**config.mk**
```make
export PLATFORM = sky130hd
export DESIGN_NAME = mem_access_ctrl
export DESIGN_NICKNAME = d
export VERILOG_FILES = /design/src/rtl/mem_access_ctrl.sv
export SDC_FILE = /design/constraint.sdc
export NUM_CORES = 1
export LEC_CHECK = 0
export CAP_MARGIN = 20
export CORE_ASPECT_RATIO = 0.5
export CORE_MARGIN = 2
export CORE_UTILIZATION = 37
export CTS_CLUSTER_DIAMETER = 80
export DETAILED_ROUTE_END_ITERATION = 6
export GPL_ROUTABILITY_DRIVEN = 0
export PLACE_DENSITY_LB_ADDON = 0.12
export SLEW_MARGIN = 20
export SYNTH_ARGS = -nofsm -noshare
export SYNTH_HDL_FRONTEND = slang
export SYNTH_SLANG_ARGS = --single-unit
```
**constraint.sdc**
```tcl
create_clock -name clk -period 1.6 [get_ports clk]
set_input_delay 0.32 -clock clk [delete_from_list [all_inputs] [get_ports clk]]
set_output_delay 0.32 -clock clk [all_outputs]
set_load 0.05 [all_outputs]
```
**src/rtl/mem_access_ctrl.sv**
```systemverilog
// MEM-stage data access controller: routes loads/stores to the D-cache or
// uncached SRAM-like port, builds strobes/lane data and aligns load data.
module mem_access_ctrl #(
  parameter int AW = 32,
  parameter int DW = 32
) (
  input  logic          clk,
  input  logic          rst,
  input  logic          req_valid,
  input  logic          req_wr,
  input  logic [1:0]    req_size,
  input  logic          req_sign,
  input  logic [AW-1:0] req_paddr,
  input  logic          req_cached,
  input  logic [DW-1:0] req_wdata,
  input  logic          flush,
  output logic          stall,
  output logic          resp_valid,
  output logic [DW-1:0] resp_rdata,
  output logic          dc_req,
  output logic          dc_wr,
  output logic [1:0]    dc_size,
  output logic [3:0]    dc_wstrb,
  output logic [AW-1:0] dc_addr,
  output logic [DW-1:0] dc_wdata,
  input  logic          dc_addr_ok,
  input  logic          dc_data_ok,
  input  logic [DW-1:0] dc_rdata,
  output logic          uc_req,
  output logic          uc_wr,
  output logic [1:0]    uc_size,
  output logic [3:0]    uc_wstrb,
  output logic [AW-1:0] uc_addr,
  output logic [DW-1:0] uc_wdata,
  input  logic          uc_addr_ok,
  input  logic          uc_data_ok,
  input  logic [DW-1:0] uc_rdata
);

  typedef enum logic [1:0] {
    S_IDLE = 2'd0,
    S_REQ  = 2'd1,
    S_WAIT = 2'd2,
    S_DONE = 2'd3
  } state_t;

  state_t        r_state;
  state_t        w_next;
  logic          r_drop;
  logic          r_wr;
  logic [1:0]    r_size;
  logic          r_sign;
  logic [AW-1:0] r_paddr;
  logic          r_cached;
  logic [DW-1:0] r_wdata;
  logic [3:0]    r_wstrb;
  logic [DW-1:0] r_rdata;

  logic          w_sel_addr_ok;
  logic          w_sel_data_ok;
  logic [DW-1:0] w_sel_rdata;

  function automatic logic [3:0] f_strobe(input logic [1:0] size, input logic [1:0] off);
    logic [3:0] s;
    case (size)
      2'd0:    s = 4'b0001 << off;
      2'd1:    s = off[1] ? 4'b1100 : 4'b0011;
      default: s = 4'b1111;
    endcase
    return s;
  endfunction

  function automatic logic [DW-1:0] f_lanes(input logic [1:0] size, input logic [DW-1:0] wd);
    logic [DW-1:0] d;
    case (size)
      2'd0:    d = {4{wd[7:0]}};
      2'd1:    d = {2{wd[15:0]}};
      default: d = wd;
    endcase
    return d;
  endfunction

  function automatic logic [DW-1:0] f_extract(input logic [1:0] size, input logic sign,
                                              input logic [1:0] off, input logic [DW-1:0] rd);
    logic [DW-1:0] sh;
    logic [DW-1:0] d;
    case (size)
      2'd0: begin
        sh = rd >> {off, 3'b000};
        d  = {{(DW-8){sign & sh[7]}}, sh[7:0]};
      end
      2'd1: begin
        sh = rd >> {off[1], 4'b0000};
        d  = {{(DW-16){sign & sh[15]}}, sh[15:0]};
      end
      default: begin
        sh = rd;
        d  = rd;
      end
    endcase
    return d;
  endfunction

  // Handshake inputs from the port not owning the transaction are ignored
  assign w_sel_addr_ok = r_cached ? dc_addr_ok : uc_addr_ok;
  assign w_sel_data_ok = r_cached ? dc_data_ok : uc_data_ok;
  assign w_sel_rdata   = r_cached ? dc_rdata   : uc_rdata;

  // State register, latched request fields, drop flag and load data capture
  always_ff @(posedge clk) begin
    if (rst) begin
      r_state  <= S_IDLE;
      r_drop   <= 1'b0;
      r_wr     <= 1'b0;
      r_size   <= 2'd0;
      r_sign   <= 1'b0;
      r_paddr  <= '0;
      r_cached <= 1'b0;
      r_wdata  <= '0;
      r_wstrb  <= 4'd0;
      r_rdata  <= '0;
    end else begin
      r_state <= w_next;
      case (r_state)
        S_IDLE: begin
          if (req_valid && !flush) begin
            r_wr     <= req_wr;
            r_size   <= req_size;
            r_sign   <= req_sign;
            r_paddr  <= req_paddr;
            r_cached <= req_cached;
            r_wdata  <= f_lanes(req_size, req_wdata);
            r_wstrb  <= f_strobe(req_size, req_paddr[1:0]);
          end
        end
        // A request accepted in the same cycle as flush must still be drained
        S_REQ: begin
          if (flush && w_sel_addr_ok) begin
            r_drop <= 1'b1;
          end
        end
        S_WAIT: begin
          if (w_sel_data_ok) begin
            r_rdata <= r_wr ? '0 : f_extract(r_size, r_sign, r_paddr[1:0], w_sel_rdata);
            r_drop  <= 1'b0;
          end else if (flush) begin
            r_drop <= 1'b1;
          end
        end
        default: begin
          r_drop <= r_drop;
        end
      endcase
    end
  end

  // Next-state logic
  always_comb begin
    w_next = r_state;
    case (r_state)
      S_IDLE: begin
        if (req_valid && !flush) w_next = S_REQ;
        else                     w_next = S_IDLE;
      end
      S_REQ: begin
        if (w_sel_addr_ok) w_next = S_WAIT;
        else if (flush)    w_next = S_IDLE;
        else               w_next = S_REQ;
      end
      S_WAIT: begin
        if (w_sel_data_ok) w_next = (r_drop || flush) ? S_IDLE : S_DONE;
        else               w_next = S_WAIT;
      end
      default: w_next = S_IDLE;
    endcase
  end

  assign stall = !flush & (((r_state == S_IDLE) & req_valid) |
                           (r_state == S_REQ) |
                           ((r_state == S_WAIT) & (!r_drop | req_valid)));

  assign resp_valid = (r_state == S_DONE);
  assign resp_rdata = resp_valid ? r_rdata : '0;

  // Only the owning port sees the request; the other port stays quiet
  assign dc_req   = (r_state == S_REQ) & r_cached;
  assign dc_wr    = r_cached & r_wr;
  assign dc_size  = r_cached ? r_size  : 2'd0;
  assign dc_wstrb = r_cached ? r_wstrb : 4'd0;
  assign dc_addr  = r_cached ? r_paddr : '0;
  assign dc_wdata = r_cached ? r_wdata : '0;

  assign uc_req   = (r_state == S_REQ) & !r_cached;
  assign uc_wr    = !r_cached & r_wr;
  assign uc_size  = r_cached ? 2'd0 : r_size;
  assign uc_wstrb = r_cached ? 4'd0 : r_wstrb;
  assign uc_addr  = r_cached ? '0 : r_paddr;
  assign uc_wdata = r_cached ? '0 : r_wdata;

endmodule

```
==> impl_metrics.env <==
export IMPL_holdWs_ns=0.473
export IMPL_antenna_found_initial=1
export IMPL_timing_rr_start="r_cached$_SDFFE_PP0P_"
export IMPL_min_from="r_rdata[0]$_SDFFE_PP0P_"
export IMPL_critPathCaptureType="output pin"
export IMPL_syn_area_mm2=0.00653
export IMPL_ir_drop_mv=0.651
export IMPL_critPathKind="flip-flop to output pin"
export IMPL_ys_flop_type="dfxtp_1"
export IMPL_hp_class="flip-flop to flip-flop"
export IMPL_grt_max_degree=76
export IMPL_vias=7882
export IMPL_drtAntennaViolNets=0
export IMPL_critical_path_buf_inv_count=4
export IMPL_drtIter0Drc=432
export IMPL_fmax_mhz=541
export IMPL_drc=0
export IMPL_cp_max_fo=14
export IMPL_numPortBuffers=318
export IMPL_pre_cts_ws_ns=-0.505
export IMPL_nNetsFinal=1329
export IMPL_design_area_mm2=0.0145
export IMPL_start_kind="flip-flop"
export IMPL_setup_violations=253
export IMPL_path_clk_slew_ns=0.08
export IMPL_finalMaxSlewViolations=0
export IMPL_num_fill_cells=905
export IMPL_crit_slowest_cell="dfxtp_4"
export IMPL_final_hold_violation_count=0
export IMPL_cts_sinks=108
export IMPL_reg2reg_to="r_rdata[24]$_SDFFE_PP0P_"
export IMPL_cts_buffers=9
export IMPL_htreeDepth=3
export IMPL_cts_root_buf="clkbuf_16"
export IMPL_r2r_cells=5
export IMPL_ys_async_sr_fraction_pct=0
export IMPL_cp_arrival_ns=1.53
export IMPL_via_per_inst=5.52
export IMPL_slew_headroom_pct=25.8
export IMPL_worstPathRequired_ns=1.28
export IMPL_core_area_mm2=0.0173
export IMPL_outcome="complete, but fails checks"
export IMPL_die_h_um=97.9
export IMPL_die_w_um=192
export IMPL_ys_types=42
export IMPL_dp_hpwl_um=18500
export IMPL_ios=319
export IMPL_synth_seq_cells=108
export IMPL_drive_gt1_share_pct=54.1
export IMPL_violations="negative setup slack"
export IMPL_fin_ws_ns=-0.249
export IMPL_final_setup_tns_ns=-33.85
export IMPL_reg2reg_slack_ns=-0.24
export IMPL_die_area_mm2=0.0188
export IMPL_tightest_slew_ns=1.11
export IMPL_holdPathEnd="r_rdata[0]$_SDFFE_PP0P_"
export IMPL_p_leak_nw=5.70
export IMPL_wl_um=30900
export IMPL_clkLatencyLatePin_ns=0.35
export IMPL_max_stage_delay_ns=0.45
export IMPL_cts_tree="done"
export IMPL_final_util_pct=83.7
export IMPL_synth_edf_count=0
export IMPL_cellPowerDensity_mw_per_mm2=573
export IMPL_seq_area_frac_synth_pct=33.1
export IMPL_synthCells=816
export IMPL_hold_buffers=0
export IMPL_cpMostUsedCell="buf_12"
export IMPL_overflow=0
export IMPL_period_needed_ns=1.85
export IMPL_grt_pass1_wl_um=40700
export IMPL_initial_core_util_pct=37.7
export IMPL_grt_pass1_vias=7494
export IMPL_first_pass_iters=5
export IMPL_timing_final_crit_share_pct=116
export IMPL_avgSynthCellArea_um2=8.00
export IMPL_critPathTopFamily="buffers and inverters"
export IMPL_ys_warnings_count=0
export IMPL_path_cells="buf_12, buf_12, buf_16, and2_4, buf_12"
export IMPL_drv_cap=0
export IMPL_syn_nets=957
export IMPL_finClkSkew_ns=0.0115
export IMPL_post_drt_wl_per_cell_um=21.7
export IMPL_grt_setup_unrepaired="true"
export IMPL_num_rows=34
export IMPL_syn_to_final_growth_pct=122
export IMPL_dpl_instance_area_mm2=0.0120
export IMPL_min_delay_path_depth=2
export IMPL_track_usage_pct=27.5
export IMPL_ctsLongestPathBuffers=2
==> how the worst max path moves through the flow <==
stage / slack [ns] / start / to / depth (start not counted)
2_1_floorplan: -0.15 / r_cached$_SDFFE_PP0P_ / r_rdata[21]$_SDFFE_PP0P_ / 7
3_3_place_gp: -0.47 / dc_data_ok / r_rdata[27]$_SDFFE_PP0P_ / 5
3_5_place_dp: -0.50 / dc_data_ok / r_rdata[27]$_SDFFE_PP0P_ / 5
4_1_cts: -0.29 / r_cached$_SDFFE_PP0P_ / r_rdata[20]$_SDFFE_PP0P_ / 5
5_1_grt: -0.29 / r_cached$_SDFFE_PP0P_ / dc_wdata[4] / 5
6_report: -0.25 / r_cached$_SDFFE_PP0P_ / dc_addr[20] / 5
==> worst reg2reg max path, stage by stage, from the launching register on <==
cell,delay [ns]
dfxtp_4,0.45
mux4_2,0.59
mux2i_4,0.19
nor4bb_4,0.08
buf_12,0.16
a221o_1,0.27
==> metal layers <==
layer  share of wire [%]  vias to the layer above  GRT usage, %
li1                    -                     3581             -
met2                  51                      339          48.8
met1                  39                     3905          32.5
met4                 3.0                        0          7.99
met5                   0                        -             0
met3                 7.6                       57          7.58
==> Yosys cell counts (5+ instances only) <==
cell type / n / area, µm²
a211oi_1: 18 / 135
nand2_1: 135 / 507
a311oi_1: 8 / 70.1
dfxtp_1: 108 / 2160
o22ai_1: 10 / 62.6
buf_2: 20 / 100
mux2i_1: 65 / 651
nor2b_1: 75 / 469
a221o_1: 16 / 160
and2_1: 73 / 457
nor2_1: 27 / 101
and3_1: 32 / 200
mux2_2: 20 / 225
a21oi_1: 66 / 330
a22oi_1: 14 / 105
clkbuf_1: 54 / 203
nand2b_1: 5 / 31.3
o21ai_0: 21 / 105
mux4_2: 6 / 135
==> where the power goes <==
| group | switching, mW | total (mW) | internal [mW] | leakage [nW] |
|---|---|---|---|---|
| logic | 1.51 | 3.02 | 1.50 | 4.67 |
| registers | 0.131 | 2.93 | 2.80 | 0.883 |
| clock network | 1.11 | 2.36 | 1.25 | 0.147 |
==> area by class of cell <==
class / count / area (µm²) / share of cell area (%)
tap: 234 / 293 / 2.02
multi-input combinational: 624 / 5560 / 38.3
antenna: 1 / 2.50 / 0.0173
sequential: 108 / 2180 / 15.0
clock inverter: 6 / 80.1 / 0.552
inverter: 4 / 18.8 / 0.129
clock buffer: 10 / 229 / 1.58
timing repair buffer: 441 / 6140 / 42.3
==> flip-flops by register name (all words and copies together), names as in the netlist <==
signal,flops
r_paddr,32
r_rdata,32
r_wdata,32
r_wstrb,4
r_size,2
r_state,2
r_cached,1
r_drop,1
r_sign,1
r_wr,1
==> per-stage QoR <==
step | total power, mW | cells
after floorplan | 4.31 | 816
after global placement | 5.21 | 1357
after detailed placement | 5.25 | 1357
after CTS | 7.86 | 1401
after global routing | 8.58 | 1428
final | 8.31 | 1428
==> cells by family after synthesis <==
logic type / synth area share (%)
AO/OA/AOI/OAI: 16.8
multiplexers: 15.5
flip-flops: 33.1
buffers and inverters: 5.56
AND/OR/NAND/NOR: 29.0
==> cells in the final DEF (no fill, tap or decap), drive strengths merged, types with 3 or more instances in the layout <==
cell type,n
a211oi,18
a21bo,3
a21oi,66
a221o,16
a22o,4
a22oi,14
a311oi,8
and2,73
and3,32
buf,290
clkbuf,21
clkdlybuf4s50,138
dfxtp,108
inv,6
mux2,20
mux2i,65
mux4,6
nand2,135
nand2b,5
nand3,3
nand4,3
nand4b,3
nor2,27
nor2b,75
nor3,3
o21ai,22
o22ai,10
==> repair_timing <==
action / CTS / global route
setup buffers: 16 / 18
setup endpoints to repair: 276 / 284
gates resized for setup: 111 / 236
pin swaps: 11 / 91
cloned: 12 / 15
Note: power is estimated with default switching activity, not from simulation.
